[src/rtl/split_assign_search.sv]
// split_assign_search: LFSR-driven candidate generator for the split constraint checker.
//
// Fills a VEC_W-bit candidate from a 64-bit Galois LFSR, offers it over a valid/ready
// channel, waits for the checker's one-bit verdict and repeats until a satisfying
// candidate is seen or MAX_TRIALS verdicts have been collected.
//
// Optional feature macro: SPLIT_SEARCH_COUNT_ALL_EN
//   defined   - hits do not stop the search; it runs to MAX_TRIALS and sol_cnt counts every hit
//   undefined - the search stops at the first hit; sol_cnt is tied to 0
//
// Ports:
//   clk, rst_n   clock (rising edge) and asynchronous active-low reset
//   start        one-cycle pulse that begins a search (ignored while busy)
//   seed_load    load seed into the LFSR when not busy (seed 0 selects DEF_SEED)
//   seed         64-bit LFSR seed
//   cand_valid   candidate offered to the checker
//   cand_ready   checker accepts the candidate
//   cand_vec     candidate assignment, var_0 in the MSBs
//   res_valid    verdict strobe from the checker
//   res_x        verdict, 1 = all constraints satisfied
//   busy         search in progress
//   done         one-cycle pulse at search end
//   found        a satisfying candidate was seen (held until next start)
//   sol_vec      first satisfying candidate (held until next start)
//   trial_cnt    verdicts received in the current/last search
//   sol_cnt      satisfying verdicts (0 unless SPLIT_SEARCH_COUNT_ALL_EN)
module split_assign_search #(
    parameter int          VEC_W      = 394,
    parameter int          MAX_TRIALS = 65536,
    parameter int          CNT_W      = 32,
    parameter logic [63:0] DEF_SEED   = 64'h9E3779B97F4A7C15
) (
    input  logic             clk,
    input  logic             rst_n,
    input  logic             start,
    input  logic             seed_load,
    input  logic [63:0]      seed,
    output logic             cand_valid,
    input  logic             cand_ready,
    output logic [VEC_W-1:0] cand_vec,
    input  logic             res_valid,
    input  logic             res_x,
    output logic             busy,
    output logic             done,
    output logic             found,
    output logic [VEC_W-1:0] sol_vec,
    output logic [CNT_W-1:0] trial_cnt,
    output logic [CNT_W-1:0] sol_cnt
);
    localparam int NCHUNK = (VEC_W + 63) / 64;
    localparam int FC_W   = NCHUNK > 1 ? $clog2(NCHUNK) : 1;
    // x^64 + x^63 + x^61 + x^60 + 1 in right-shifting Galois form
    localparam logic [63:0] TAPS = 64'hD800_0000_0000_0000;
`ifdef SPLIT_SEARCH_COUNT_ALL_EN
    localparam bit COUNT_ALL = 1'b1;
`else
    localparam bit COUNT_ALL = 1'b0;
`endif

    localparam logic [2:0] S_IDLE  = 3'd0;
    localparam logic [2:0] S_FILL  = 3'd1;
    localparam logic [2:0] S_OFFER = 3'd2;
    localparam logic [2:0] S_WAIT  = 3'd3;
    localparam logic [2:0] S_DONE  = 3'd4;

    logic [2:0]         state, state_nxt;
    logic [FC_W-1:0]    fill_cnt;
    logic [63:0]        lfsr, lfsr_nxt;
    logic [VEC_W-1:0]   vec;
    logic [VEC_W+63:0]  shifted;
    logic [CNT_W-1:0]   trial_inc;
    logic               idle_like, go, verdict, fill_last, last_trial, stop;

    assign idle_like  = state == S_IDLE || state == S_DONE;
    assign go         = start && idle_like;
    assign verdict    = state == S_WAIT && res_valid;
    assign fill_last  = fill_cnt == FC_W'(NCHUNK - 1);
    assign lfsr_nxt   = (lfsr >> 1) ^ (lfsr[0] ? TAPS : 64'h0);
    // new chunk enters at the LSB end so the oldest chunk ends up in the MSBs
    assign shifted    = {vec, lfsr};
    assign trial_inc  = &trial_cnt ? trial_cnt : trial_cnt + 1'b1;
    // widened compare so a budget of 2^CNT_W cannot wrap
    assign last_trial = 64'(trial_cnt) + 64'd1 == 64'(MAX_TRIALS);
    assign stop       = (res_x && !COUNT_ALL) || last_trial;

    // outputs decode the state register directly, so an async reset clears them at once
    assign cand_valid = state == S_OFFER;
    assign busy       = state == S_FILL || state == S_OFFER || state == S_WAIT;
    assign done       = state == S_DONE;
    assign cand_vec   = vec;

    always_comb begin
        state_nxt = state;
        case (state)
            S_IDLE:  state_nxt = start ? S_FILL : S_IDLE;
            S_FILL:  state_nxt = fill_last ? S_OFFER : S_FILL;
            S_OFFER: state_nxt = cand_ready ? S_WAIT : S_OFFER;
            S_WAIT:  state_nxt = res_valid ? (stop ? S_DONE : S_FILL) : S_WAIT;
            S_DONE:  state_nxt = start ? S_FILL : S_IDLE;
            default: state_nxt = S_IDLE;
        endcase
    end

    always_ff @(posedge clk or negedge rst_n) begin
        if (!rst_n) begin
            state    <= S_IDLE;
            fill_cnt <= '0;
        end else begin
            state    <= state_nxt;
            fill_cnt <= (state == S_FILL && !fill_last) ? fill_cnt + 1'b1 : '0;
        end
    end

    // seed takes effect on the same edge as a coincident start, so the fill that follows uses it
    always_ff @(posedge clk or negedge rst_n) begin
        if (!rst_n) begin
            lfsr <= DEF_SEED;
            vec  <= '0;
        end else if (seed_load && idle_like) begin
            lfsr <= seed == 64'h0 ? DEF_SEED : seed;
        end else if (state == S_FILL) begin
            lfsr <= lfsr_nxt;
            vec  <= shifted[VEC_W-1:0];
        end
    end

    always_ff @(posedge clk or negedge rst_n) begin
        if (!rst_n) begin
            trial_cnt <= '0;
            found     <= 1'b0;
            sol_vec   <= '0;
        end else if (go) begin
            trial_cnt <= '0;
            found     <= 1'b0;
            sol_vec   <= '0;
        end else if (verdict) begin
            trial_cnt <= trial_inc;
            if (res_x && !found) begin
                found   <= 1'b1;
                sol_vec <= vec;
            end
        end
    end

`ifdef SPLIT_SEARCH_COUNT_ALL_EN
    always_ff @(posedge clk or negedge rst_n) begin
        if (!rst_n)
            sol_cnt <= '0;
        else if (go)
            sol_cnt <= '0;
        else if (verdict && res_x && !(&sol_cnt))
            sol_cnt <= sol_cnt + 1'b1;
    end
`else
    assign sol_cnt = '0;
`endif
endmodule

[config.mk]
export PLATFORM = sky130hd
export DESIGN_NAME = split_assign_search
export DESIGN_NICKNAME = d
export VERILOG_FILES = /design/src/rtl/split_assign_search.sv
export SDC_FILE = /design/constraint.sdc
export NUM_CORES = 1
export LEC_CHECK = 0
export ABC_AREA = 1
export CAP_MARGIN = 20
export CORE_AREA = 2 2 361 363
export CTS_BUF_LIST = sky130_fd_sc_hd__clkbuf_8
export CTS_CLUSTER_SIZE = 12
export DETAILED_ROUTE_END_ITERATION = 16
export DIE_AREA = 0 0 363 365
export HOLD_SLACK_MARGIN = 0.05
export PLACE_DENSITY = 0.54
export SLEW_MARGIN = 20
export SYNTH_ARGS = -nofsm -noshare
export SYNTH_HDL_FRONTEND = slang
export SYNTH_SLANG_ARGS = --single-unit
export TNS_END_PERCENT = 30
[constraint.sdc]
create_clock -name clk -period 4.3 [get_ports clk]
set_input_delay 0.43 -clock clk [delete_from_list [all_inputs] [get_ports clk]]
set_output_delay 0.43 -clock clk [all_outputs]
set_load 0.05 [all_outputs]
==> results.py <==
metrics = {
    "logic_synthesis": {
        "synthMuxAreaShare": 0,
        "synthXorXnorAreaFrac": 0.002475,
        "synthArstFlopShare": 1.000,
        "syn-cell-area_mm2": 0.03538,
        "yosys.area_share.simple": 0.1513,
        "synth_seq_cells": 891,
        "synth-warning-count": 0,
        "yosysUniqueCellTypes": 39,
        "synth-edff-count": 0,
        "synth_cells": 3740,
        "syn_avg_cell_area_um2": 9.461,
        "seq_area_frac_synth": 0.6315,
        "synth_ff_type": "dfrtp_1",
        "synthAdderAreaFrac": 0.001414,
        "synth_top_family_by_area": "simple AND/OR/NAND/NOR gates",
        "synth_compound_area_frac": 0.1294,
    },
    "global_routing": {
        "grt_pass1_wl_mm": 199.7,
        "grt_overflow": 0,
        "grt_pass1_vias": 29230,
        "grt.total_usage": 0.2018,
        "grt_start_max_net_pins": 206,
        "antenna_found_initial": 11,
    },
    "timing": {
        "fin_crit_sh": 0.7687,
        "tns_ps": 0,
        "tightestPinTransition_ps": 1044,
        "setup_violations": 0,
        "setup_ws_ps": 994.4,
        "rsz0062_at_grt": "false",
        "maxSlewViolCount": 0,
        "min_period_ps": 3306,
        "hold_viol_final": 0,
        "relSlewSlack": 0.3038,
        "finClkSkew_ps": 38.28,
        "clock.fmax_mhz": 302.5,
    },
    "critical_path": {
        "cp-end-kind": "output port",
        "r2r_cells": 6,
        "worstReg2RegStart": "state[1]$_DFF_PN0_",
        "r2r_slack_ps": 1430,
        "path_max_fanout": 4,
        "worstSetupStartpointType": "register",
        "required_ps": 3870,
        "path_class": "reg -> out",
        "r2r-end": "sol_vec[201]$_DFFE_PN0P_",
        "critPathArrivalTime_ps": 2880,
    },
    "die": {
        "core_area_mm2": 0.1287,
        "io_pins": 927,
        "start_util": 0.2750,
        "die_x_um": 363,
        "fp.dieH_um": 365,
        "dieArea_mm2": 0.1325,
        "row_count": 132,
    },
    "pwr": {
        "switchingPower_mw": 21.19,
        "p_comb_frac": 0.487,
        "internal-power_mw": 21.37,
        "seq_power_share": 0.319,
        "leakage_nw": 22.03,
        "p_sw_frac": 0.4978,
        "p_total_mw": 42.56,
        "p_per_area_mw_per_mm2": 861.2,
        "power_frac_clock": 0.194,
        "max-vdd-ir-drop_v": 0.0005599,
    },
    "finish": {
        "post-route-util": 0.3841,
        "drive_gt1_frac": 0.07697,
        "fillers": 12940,
        "final_nets": 4691,
        "syn2layout_area_growth_pct": 39.66,
        "fin_cells": 6420,
        "final_common_cell": "clkdlybuf4s50_1",
        "mostFrequentLayoutCells": "893 x clkdlybuf4s50_1, 853 x dfrtp_1, 742 x o21ai_0",
    },
    "clock_tree": {
        "cts_sinks": 891,
        "cts_max_level": 4,
        "clockBufferDepth": 3,
        "cts_buffers": 159,
        "cts_tree": "done",
        "clock_latency_ps": 890,
        "root_buffer": "clkbuf_8",
        "path_clk_slew_ps": 60,
        "cts_resized": 0,
    },
    "job": {
        "max-cap-violations": 0,
    },
    "detailed_routing": {
        "drt_iter0_drc": 2436,
        "first_pass_iters": 5,
        "viasPerCell": 4.586,
        "ant_nets": 0,
        "route.vias.total": 29440,
        "drc": 0,
        "wirelength_mm": 137.3,
        "wire_per_inst_um": 21.39,
    },
    "place": {
        "dp_hpwl_mm": 100.0,
        "dp_cells": 6118,
        "pre_cts_ws_ps": 1122,
        "port_buffers": 894,
        "gp_congestion": 0.8866,
    },
    "worst_hold_path": {
        "min_path_cells": 3,
        "holdPathEnd": "lfsr[3]$_DFFE_PN0P_",
        "hold_class": "in -> reg",
        "hp-start": "seed[3]",
    },
    "status": {
        "status": "finished, final reports clean",
    },
}
-- worst max-delay path: stages (launching register included) --
cell and delay (ps):
dfrtp_1 400, nor2_1 560, and2_1 230, clkdlybuf4s50_1 810
-- synthesized netlist by cell type (17+ instances only) --
library cell  count  area share
a32oi_1          17      0.0042
buf_1            26      0.0028
buf_2            36      0.0051
buf_4            32      0.0068
clkbuf_1        184       0.020
dfrtp_1         853        0.60
dfstp_2          38       0.028
inv_1           458       0.049
nand2_1         598       0.063
nand3_1         493       0.070
nor2_1           81      0.0086
o21ai_0         742        0.10
o21ai_1          73       0.010
-- sequential cells by signal, indices dropped and copies added (netlist names) --
register,flops
cand_vec,394
state,3
found,1
trial_cnt,32
lfsr,64
fill_cnt,3
sol_vec,394
-- how the worst max path moves through the flow --
stage               cells after the start  slack [ps]              endpoint                startpoint
detailed placement                      8        1120  lfsr[48]$_DFFE_PN1P_                  seed[60]
finish                                  3         990                  done        state[1]$_DFF_PN0_
global placement                        8        1120  lfsr[48]$_DFFE_PN1P_                  seed[60]
CTS                                     3         840                  done        state[1]$_DFF_PN0_
global route                            3         860                  done        state[0]$_DFF_PN0_
floorplan                              16        1980    state[0]$_DFF_PN0_  trial_cnt[0]$_DFFE_PN0P_
-- area by class of cell --
| type | instances | area, um2 | area share |
|---|---|---|---|
| Antenna cell | 3 | 7.507 | 0.0001519 |
| Clock buffer | 203 | 2794 | 0.05654 |
| Sequential cell | 891 | 22340 | 0.4522 |
| Multi-Input combinational cell | 2140 | 10220 | 0.2069 |
| Tap cell | 1675 | 2096 | 0.04241 |
| Clock inverter | 84 | 523.0 | 0.01058 |
| Timing Repair Buffer | 964 | 9697 | 0.1962 |
| Inverter | 460 | 1732 | 0.03504 |
-- cell families (layout without fill, tap and decap cells) --
logic type                 after synthesis  count (layout)
AOI/OAI and AO/OA                      879             879
other                                    1              35
and+or+nand+nor                       1215            1215
buffers and inverters                  740            1711
DFF                                    891             891
adders and majority gates                4               4
xor gates and xnor gates                10              10
-- metal layers --
metal  vias up  routed length, um  global-route usage
li1      13960                  -                   -
met1     14290              60110              0.2668
met2       970              63400              0.3166
met3       223               8807             0.05132
met4         2               4985             0.07941
met5         -                 16                   0
-- repair_timing --
item                                   CTS  global route
endpoints found under the hold margin   80             0
buffers inserted                         0             0
hold buffers                            12             0
-- stage by stage --
step	hold WS, ps	instance area [um2]
after floorplan	134.4	35500
after global placement	444.7	45970
after detailed placement	452.4	45970
after CTS	50.03	49410
after global routing	109.9	49420
final	177.9	49420
-- power by group through the flow --
| stage | Combinational (mW) | Sequential [mW] | Clock (mW) |
|---|---|---|---|
| 2_1_floorplan | 5.15 | 20.8 | 0 |
| 3_3_place_gp | 20.8 | 13.7 | 0 |
| 3_5_place_dp | 20.9 | 13.7 | 0 |
| 4_1_cts | 21.0 | 13.6 | 8.52 |
| 5_1_grt | 22.1 | 13.9 | 8.88 |
| 6_report | 20.7 | 13.6 | 8.24 |
Note: power is estimated with default switching activity, not from simulation.
